==> config.mk <==
export PLATFORM = sky130hd
export DESIGN_NAME = vga_scan_ctrl
export DESIGN_NICKNAME = d
export VERILOG_FILES = /design/src/rtl/vga_scan_ctrl.sv
export SDC_FILE = /design/constraint.sdc
export NUM_CORES = 1
export LEC_CHECK = 0
export BUFFER_PORTS_ARGS = -buffer_cell sky130_fd_sc_hd__buf_2
export CAP_MARGIN = 5
export CORE_MARGIN = 3
export CORE_UTILIZATION = 45
export CTS_CLUSTER_DIAMETER = 100
export DETAILED_ROUTE_END_ITERATION = 8
export PLACE_DENSITY = 0.72
export SETUP_SLACK_MARGIN = 0.1
export SLEW_MARGIN = 10
export SYNTH_ARGS = -nofsm -noshare
export SYNTH_HDL_FRONTEND = slang
export SYNTH_SLANG_ARGS = --single-unit
==> constraint.sdc <==
create_clock -name clk -period 2.8 [get_ports clk]
set_input_delay 0.56 -clock clk [delete_from_list [all_inputs] [get_ports clk]]
set_output_delay 0.56 -clock clk [all_outputs]
set_load 0.005 [all_outputs]
==> src/rtl/vga_scan_ctrl.sv <==
// vga_scan_ctrl: 640x480@60 VGA raster scan with tile-map lookup.
// Drives per-pixel category/sprite data aligned with pixel_x/pixel_y/sync.
//
// Ports:
//   clk, rst_n          system clock, async active-low reset
//   map_addr  [8:0]     tile-map RAM address, row*MAP_COLS+col
//   map_data  [7:0]     RAM data, 1-clk latency: cat/dir/player
//   pixel_x/y [9:0]     position of the current output pixel
//   category  [3:0]     0 none, 1 wall, 2 tank, 3 bullet
//   addr      [9:0]     sprite pixel address {y[4:0],x[4:0]}
//   tank_direct [2:0]   direction code from the map entry
//   player_tank         player flag from the map entry
//   video_on            output pixel inside the active area
//   hsync, vsync        active-low syncs
//   frame_start         one-clk pulse when output becomes (0,0)

module vga_scan_ctrl #(
  parameter int CLK_DIV  = 4,
  parameter int H_ACTIVE = 640,
  parameter int H_FP     = 16,
  parameter int H_SYNC   = 96,
  parameter int H_BP     = 48,
  parameter int V_ACTIVE = 480,
  parameter int V_FP     = 10,
  parameter int V_SYNC   = 2,
  parameter int V_BP     = 33,
  parameter int MAP_COLS = 20
) (
  input  logic       clk,
  input  logic       rst_n,
  output logic [8:0] map_addr,
  input  logic [7:0] map_data,
  output logic [9:0] pixel_x,
  output logic [9:0] pixel_y,
  output logic [3:0] category,
  output logic [9:0] addr,
  output logic [2:0] tank_direct,
  output logic       player_tank,
  output logic       video_on,
  output logic       hsync,
  output logic       vsync,
  output logic       frame_start
);

  localparam int H_TOTAL = H_ACTIVE + H_FP + H_SYNC + H_BP;
  localparam int V_TOTAL = V_ACTIVE + V_FP + V_SYNC + V_BP;
  localparam int DW      = $clog2(CLK_DIV);

  localparam logic [9:0] H_ACT  = 10'(H_ACTIVE);
  localparam logic [9:0] H_SS   = 10'(H_ACTIVE + H_FP);
  localparam logic [9:0] H_SE   = 10'(H_ACTIVE + H_FP + H_SYNC - 1);
  localparam logic [9:0] H_LAST = 10'(H_TOTAL - 1);
  localparam logic [9:0] V_ACT  = 10'(V_ACTIVE);
  localparam logic [9:0] V_SS   = 10'(V_ACTIVE + V_FP);
  localparam logic [9:0] V_SE   = 10'(V_ACTIVE + V_FP + V_SYNC - 1);
  localparam logic [9:0] V_LAST = 10'(V_TOTAL - 1);

  localparam logic [DW-1:0] DIV_LAST = DW'(CLK_DIV - 1);

  logic [1:0]    rst_sync;
  logic          run;
  logic [DW-1:0] div;
  logic          primed;
  logic          pix_tick;
  logic          prime;
  logic          adv;
  logic          adv_d;
  logic          load;
  logic [9:0]    h_cnt;
  logic [9:0]    v_cnt;
  logic [9:0]    h_d;
  logic [9:0]    v_d;
  logic          act;
  logic [8:0]    row9;
  logic [8:0]    col9;
  logic [8:0]    row_x;
  logic          von_nxt;
  logic          in_dot;
  logic [3:0]    cat_nxt;

  // 2-flop release; assertion still clears everything at once
  always_ff @(posedge clk or negedge rst_n) begin
    if (!rst_n) rst_sync <= '0;
    else        rst_sync <= {rst_sync[0], 1'b1};
  end

  assign run = rst_sync[1];

  // The first run cycle is a priming slot: it pushes the reset
  // position (0,0) through the pipeline without moving the counters,
  // so the scan visibly starts at (0,0) with a frame_start.
  always_ff @(posedge clk or negedge rst_n) begin
    if (!rst_n) begin
      div    <= '0;
      primed <= 1'b0;
    end else if (run) begin
      div <= (div == DIV_LAST) ? '0 : div + DW'(1);
      if (div == '0) primed <= 1'b1;
    end
  end

  assign pix_tick = run && primed && (div == '0);
  assign prime    = run && !primed;
  assign adv      = pix_tick | prime;

  always_ff @(posedge clk or negedge rst_n) begin
    if (!rst_n) begin
      h_cnt <= '0;
      v_cnt <= '0;
    end else if (pix_tick) begin
      if (h_cnt == H_LAST) begin
        h_cnt <= '0;
        v_cnt <= (v_cnt == V_LAST) ? '0 : v_cnt + 10'd1;
      end else begin
        h_cnt <= h_cnt + 10'd1;
      end
    end
  end

  assign act  = (h_cnt < H_ACT) && (v_cnt < V_ACT);
  assign row9 = 9'(v_cnt[9:5]);
  assign col9 = 9'(h_cnt[9:5]);

  generate
    if (MAP_COLS == 20) begin : g_x20
      assign row_x = (row9 << 4) + (row9 << 2);
    end else begin : g_xn
      assign row_x = row9 * 9'(MAP_COLS);
    end
  endgenerate

  assign map_addr = act ? row_x + col9 : '0;

  // Counters are stable for CLK_DIV>=3 clks, so a plain one-clk
  // delay lines them up with map_data when the output loads.
  always_ff @(posedge clk or negedge rst_n) begin
    if (!rst_n) begin
      adv_d <= 1'b0;
      load  <= 1'b0;
      h_d   <= '0;
      v_d   <= '0;
    end else begin
      adv_d <= adv;
      load  <= adv_d;
      h_d   <= h_cnt;
      v_d   <= v_cnt;
    end
  end

  assign von_nxt = (h_d < H_ACT) && (v_d < V_ACT);
  assign in_dot  = (h_d[4:0] >= 5'd12) && (h_d[4:0] <= 5'd19) &&
                   (v_d[4:0] >= 5'd12) && (v_d[4:0] <= 5'd19);

  always_comb begin
    cat_nxt = 4'd0;
    unique case (1'b1)
      (map_data[7:4] == 4'd1),
      (map_data[7:4] == 4'd2): cat_nxt = map_data[7:4];
      (map_data[7:4] == 4'd3): cat_nxt = in_dot ? 4'd3 : 4'd0;
      default:                 cat_nxt = 4'd0;
    endcase
  end

  always_ff @(posedge clk or negedge rst_n) begin
    if (!rst_n) begin
      pixel_x     <= '0;
      pixel_y     <= '0;
      category    <= '0;
      addr        <= '0;
      tank_direct <= '0;
      player_tank <= 1'b0;
      video_on    <= 1'b0;
      hsync       <= 1'b1;
      vsync       <= 1'b1;
      frame_start <= 1'b0;
    end else begin
      frame_start <= 1'b0;
      if (load) begin
        pixel_x     <= h_d;
        pixel_y     <= v_d;
        video_on    <= von_nxt;
        hsync       <= !((h_d >= H_SS) && (h_d <= H_SE));
        vsync       <= !((v_d >= V_SS) && (v_d <= V_SE));
        frame_start <= (h_d == '0) && (v_d == '0);
        if (von_nxt) begin
          category    <= cat_nxt;
          addr        <= {v_d[4:0], h_d[4:0]};
          tank_direct <= map_data[3:1];
          player_tank <= map_data[0];
        end else begin
          category <= '0;
          addr     <= '0;
        end
      end
    end
  end

endmodule

* Word level (Yosys, flattened, before mapping) *
Index checks and enable logic that the tools add are counted.

operators by class
  add/sub/neg operators = 5
  magnitude comparators = 12
  eq/ne operators = 6
  multiplexer cells = 9
  bitwise logic cells = 1
  reductions and logical operators = 21

operators with widths
  cell                   count
  $mux 10                3
  $add 10x1->10 const B  2
  $eq 10x10->1 const B   2
  $logic_not 10->1       2
  $lt 10x10->1 const B   2
  $lt 10x9->1 const B    2
  $logic_and 1x1->1      11
  $ge 10x10->1 const B   1
  $ge 10x9->1 const B    1
  $ge 5x4->1 const B     2
  $le 10x10->1 const B   1
  $le 10x9->1 const B    1
  $le 5x5->1 const B     2
  $add 9x5->9            1
  $add 9x7->9            1
  $mux 9                 1
  $eq 4x2->1 const B     2
  $pmux 4 s2             1
  $reduce_and 2->1       3
  $eq 4x1->1 const B     1
  $mux 2                 2
  $mux 4                 1
  $logic_not 1->1        3
  $add 2x1->2 const B    1
  5 further kinds        5

word-level totals
  flip-flop bits (word level) = 89
  bits of input ports = 10
  word-level logic and storage cells = 73

* Depth between registers and ports, before layout *
  word-level depth = 7
  gate-level depth with buffers = 8

* Least setup slack after synthesis *
OpenSTA, ideal clock, no wires.

  kind = register to output
  start = register v_cnt[5]
  end = output port map_addr[8]
  arrival time = 1969 ps
  setup slack = 271 ps
  cell stages (with the launch flop) = 9
  path through = dfrtp_1 -> inv_1 -> fa_1 -> inv_1 -> ha_1 -> a211oi_1 -> o21ai_0 -> a21oi_1 -> nor2_1

on the way
  longest elaborated chain between the ends = 3
  elaborated cells between the ends (all ways) = 5
  those cells by class = add/sub (2); order compare (1); mux (1); reduce/logical (1)

ends and longest elaborated chain
  element                                                  RTL line  text
  start: declaration                                       70        logic [9:0] v_cnt;
  start signal: assignment                                 113       v_cnt <= (v_cnt == V_LAST) ? '0 : v_cnt + 10'd1;
  $add 9x7->9 / $lt 10x9->1 (equally long branches)        126, 120
  $add 9x5->9 / $logic_and 1x1->1 (equally long branches)  132, 120
  $mux 9 *                                                 132       assign map_addr = act ? row_x + col9 : '0;
  end: declaration                                         31        output logic [8:0] map_addr,

Mark *: on every way between the ends. The rest lies on a longest branch, timed or not.

* Worst setup path after layout *
  start = register v_cnt[7]
  end = output port map_addr[7]

Same word-level chain as after synthesis.

==> results by stage <==
Run status:
- The run finished, with violations left.
- The final reports fail on negative setup slack.

Die:
- The total area inside the core boundary comes to 7930 µm².
- The floorplan has 32 rows.
- The die width is 97.6 µm.
- For this configuration, the core starts out at a cell density of 47.6%.
- The vertical die dimension is 97.6 µm.
- The top-level I/O count is 61.
- The die footprint is 9530 µm².

Pwr:
- For this design the ratio of total power to cell area is 661 nW/µm².
- The peak ir drop on the vdd network is 0.308 mV.
- The leakage power of the design is 2.26 nW.

Synth:
- The cell area that synthesis handed to floorplanning was 3780 µm².
- The most used flip-flop cell after synthesis is sky130_fd_sc_hd__dfrtp_1.
- The warning count from the yosys run is 0.
- The commonest cells after synthesis are sky130_fd_sc_hd__dfrtp_1, sky130_fd_sc_hd__mux2_2, sky130_fd_sc_hd__inv_1, sky130_fd_sc_hd__nand2_1, sky130_fd_sc_hd__o21ai_0.
- Sorting the synthesized cells by area gives the leading types as sky130_fd_sc_hd__dfrtp_1, sky130_fd_sc_hd__mux2_2, sky130_fd_sc_hd__ha_1, sky130_fd_sc_hd__a22o_1, sky130_fd_sc_hd__o21ai_0.
- After technology mapping, the gate count stands at 308.
- After synthesis, flip-flops and latches occupy 59.0% of the total area.
- The largest area contributor in the synthesized netlist is sky130_fd_sc_hd__dfrtp_1.
- sky130_fd_sc_hd__dfrtp_1 is the most common cell in the netlist.
- The number of nets in the synthesized netlist is 334.
- The area share of the largest cell type after synthesis is 57.6%.
- The synthesized design contains 0 enable-type register cells.
- The count of unique library cells instantiated by Yosys is 47.
- The share of async-settable or async-resettable flops after synthesis is 100%.
- A synthesized cell averages 12.3 µm².
- The synthesized design contains 89 register bits.

Layout:
- The number of inserted diodes is 0.
- The finished layout holds 493 standard cells, fillers aside.
- The fill cell instance count of the final layout is 661.
- The share of layout cells above drive strength 1 is 35.0%.
- The count of nets after finishing is 412.
- From synthesis to final layout, the design area changed by 21.3%.
- The final cell utilization of the core is 57.8%.

Place:
- The placer's final routability congestion estimate is 0.844.
- Summed over all nets, the half-perimeter wirelength after detailed placement is 5360 µm.
- The count of input and output buffers is 60.
- The number of instances in the placed design is 472.

GRT:
- The number of global-route vias before repair is 2,626.
- The global-route wire length before repair is 13,000 µm.
- The number of antenna violations at the first check in global routing is 0.
- Global routing used 16.9% of the available tracks.
- The total overflow left after global routing is 0.
- The maximum number of pins on one net before global-route repair is 46.

Critical path:
- The number of cells on the worst reg-to-reg path is 6.
- The endpoint of the worst register-to-register path is v_cnt[8].
- The most critical setup path has its startpoint at v_cnt[7].
- At the worst endpoint, the required time is 2.24 ns.
- STA classifies the critical path startpoint as a register.
- The setup slack of the worst register-to-register path is 0.57 ns.
- The element type at the critical path end is an output pin.
- The maximum fanout along the worst path is 2.
- The critical path is of the reg2out type.
- The startpoint identified for the worst register-to-register timing path is div[0].
- Data arrives at the worst endpoint at 2.26 ns.

Hold path:
- The min-delay analysis places its worst path in the category in2async.

Clock tree:
- The clock tree from TritonCTS is yes.
- The longest clock path from root to sink contains 2 buffers.
- The worst-skew pair later-pin latency is 0.35 ns.
- The CTS H-tree depth is 3.
- CTS saw 89 sinks.
- Clock-pin slew was measured on the worst setup and hold paths at 0.09 ns.
- The buffer cell driving the clock tree root is sky130_fd_sc_hd__clkbuf_8.
- The number of buffers created by CTS is 9.

STA:
- The number of setup violations in the final report is 2.
- Once routing completed, OpenROAD measured the worst setup slack at -0.0223 ns.
- The slew at the pin with the worst max-slew slack is 0.674 ns.
- The final critical path takes up 101% of the cycle.
- Hold timing on the final database bottoms out at a slack of 0.198 ns.
- Headroom to the max-slew limit came out at 54.7%.
- The clock tree skew after final layout is 0.00959 ns.
- Setup repair after global routing could not meet its margin everywhere.
- The aggregate negative setup slack is -0.0308 ns.
- The number of pins with negative max-slew slack in the final report was 0.
- The top achievable clock speed is 354 MHz.
- The final count of hold timing violations is 0.
- The routed design could run at a clock period as short as 2.82 ns.

Detailed routing:
- The first detailed-routing pass ran for 5 iterations.
- The detailed-route via count is 2,639.
- The vias per cell is 5.35.
- After detailed routing, the average wire length per cell comes to 15.5 µm.
- Once detail routing completed, the nets flagged for antenna violations numbered 0.
- The violation count after the first detailed-route iteration is 165.
- For this run, design rule violations remaining after detail routing come to 0.
- The final wirelength is 7660 µm.

Job:
- Across the run, the number of max-cap violations was 0.
critical path: stages, from the launching register on:
cell	delay [ns]
sky130_fd_sc_hd__dfrtp_1	0.38
sky130_fd_sc_hd__inv_2	0.05
sky130_fd_sc_hd__fa_1	0.52
sky130_fd_sc_hd__fa_2	0.39
sky130_fd_sc_hd__nor2b_4	0.14
sky130_fd_sc_hd__o21ai_2	0.06
sky130_fd_sc_hd__nor3b_1	0.13
sky130_fd_sc_hd__nor3_1	0.11
sky130_fd_sc_hd__buf_2	0.13
per-stage QoR:
step	area [µm²]	total power, mW	setup WS (ns)
final	4580	3.03	-0.0223
after detailed placement	4260	2.24	0.154
after floorplan	3780	1.99	0.271
after global placement	4260	2.21	0.190
after CTS	4540	3.06	-0.0105
after global routing	4580	3.22	-0.129
worst max path at each step:
stage               cells past startpoint          end
finish                                  8  map_addr[7]
detailed placement                      9  map_addr[8]
global placement                        9  map_addr[8]
CTS                                     8  map_addr[7]
global route                            8  map_addr[7]
floorplan                               8  map_addr[8]
sequential cells by signal, summed over array words and instances, names as in the netlist:
name / cells
div: 2
pixel_y: 10
pixel_x: 10
hsync: 1
addr: 10
v_d: 10
frame_start: 1
video_on: 1
h_d: 10
rst_sync: 2
primed: 1
category: 4
tank_direct: 3
h_cnt: 10
v_cnt: 10
vsync: 1
player_tank: 1
adv_d: 1
load: 1
final cells by class:
cell class | instances | area [µm²] | share of cell area, %
Inverter | 19 | 71.3 | 1.56
Sequential cell | 89 | 2230 | 48.7
Clock buffer | 11 | 151 | 3.30
Multi-Input combinational cell | 194 | 1550 | 33.8
Timing Repair Buffer | 73 | 417 | 9.09
Clock inverter | 5 | 37.5 | 0.819
Tap cell | 102 | 128 | 2.79
cell families after synthesis:
| family | count (synthesis) | share of synthesized area [%] |
|---|---|---|
| fa+ha+maj | 16 | 5.70 |
| simple gates | 93 | 13.9 |
| compound gates | 51 | 9.34 |
| buf+inv | 25 | 2.55 |
| xor+xnor | 7 | 1.62 |
| mux | 26 | 7.72 |
| flops | 89 | 59.0 |
| other cells | 1 | 0.0993 |
metal layers:
metal	GRT usage (%)	wire, µm	vias to the layer above
met3	4.45	407	9
met1	23.0	3520	1300
met2	26.4	3630	71
met4	5.64	105	0
li1	-	-	1259
met5	0	0	-
report_power, final:
group          leakage (nW)  internal (mW)  switching, mW  total (mW)
sequential             1.18           1.48          0.155        1.64
combinational         0.985          0.288          0.283       0.572
clock                0.0919          0.374          0.448       0.822
cells in the final DEF (no fill, tap or decap), types with 3 or more instances in the layout:
master,instances
sky130_fd_sc_hd__buf_4,12
sky130_fd_sc_hd__o21ai_0,13
sky130_fd_sc_hd__a21oi_1,4
sky130_fd_sc_hd__nand2_1,17
sky130_fd_sc_hd__nor2_1,14
sky130_fd_sc_hd__xnor2_1,7
sky130_fd_sc_hd__dfrtp_1,87
sky130_fd_sc_hd__nand3_1,8
sky130_fd_sc_hd__inv_2,4
sky130_fd_sc_hd__inv_1,15
sky130_fd_sc_hd__nor2b_1,3
sky130_fd_sc_hd__nor3_1,8
sky130_fd_sc_hd__a21o_1,4
sky130_fd_sc_hd__a22o_1,10
sky130_fd_sc_hd__buf_2,59
sky130_fd_sc_hd__a31oi_1,3
sky130_fd_sc_hd__o31ai_1,4
sky130_fd_sc_hd__and3_1,4
sky130_fd_sc_hd__nor4_1,8
sky130_fd_sc_hd__nand4_1,8
sky130_fd_sc_hd__ha_4,5
sky130_fd_sc_hd__mux2_2,25
sky130_fd_sc_hd__ha_1,8
sky130_fd_sc_hd__and2_1,5
sky130_fd_sc_hd__clkbuf_8,11
what timing repair did:
item                                    CTS  global route
pin swaps                                 7             3
endpoints found under the setup margin    4             4
resized for setup                        17             4
setup buffers                             4             3
hold buffers                              0             0
Power figures use the tool's default switching activity.
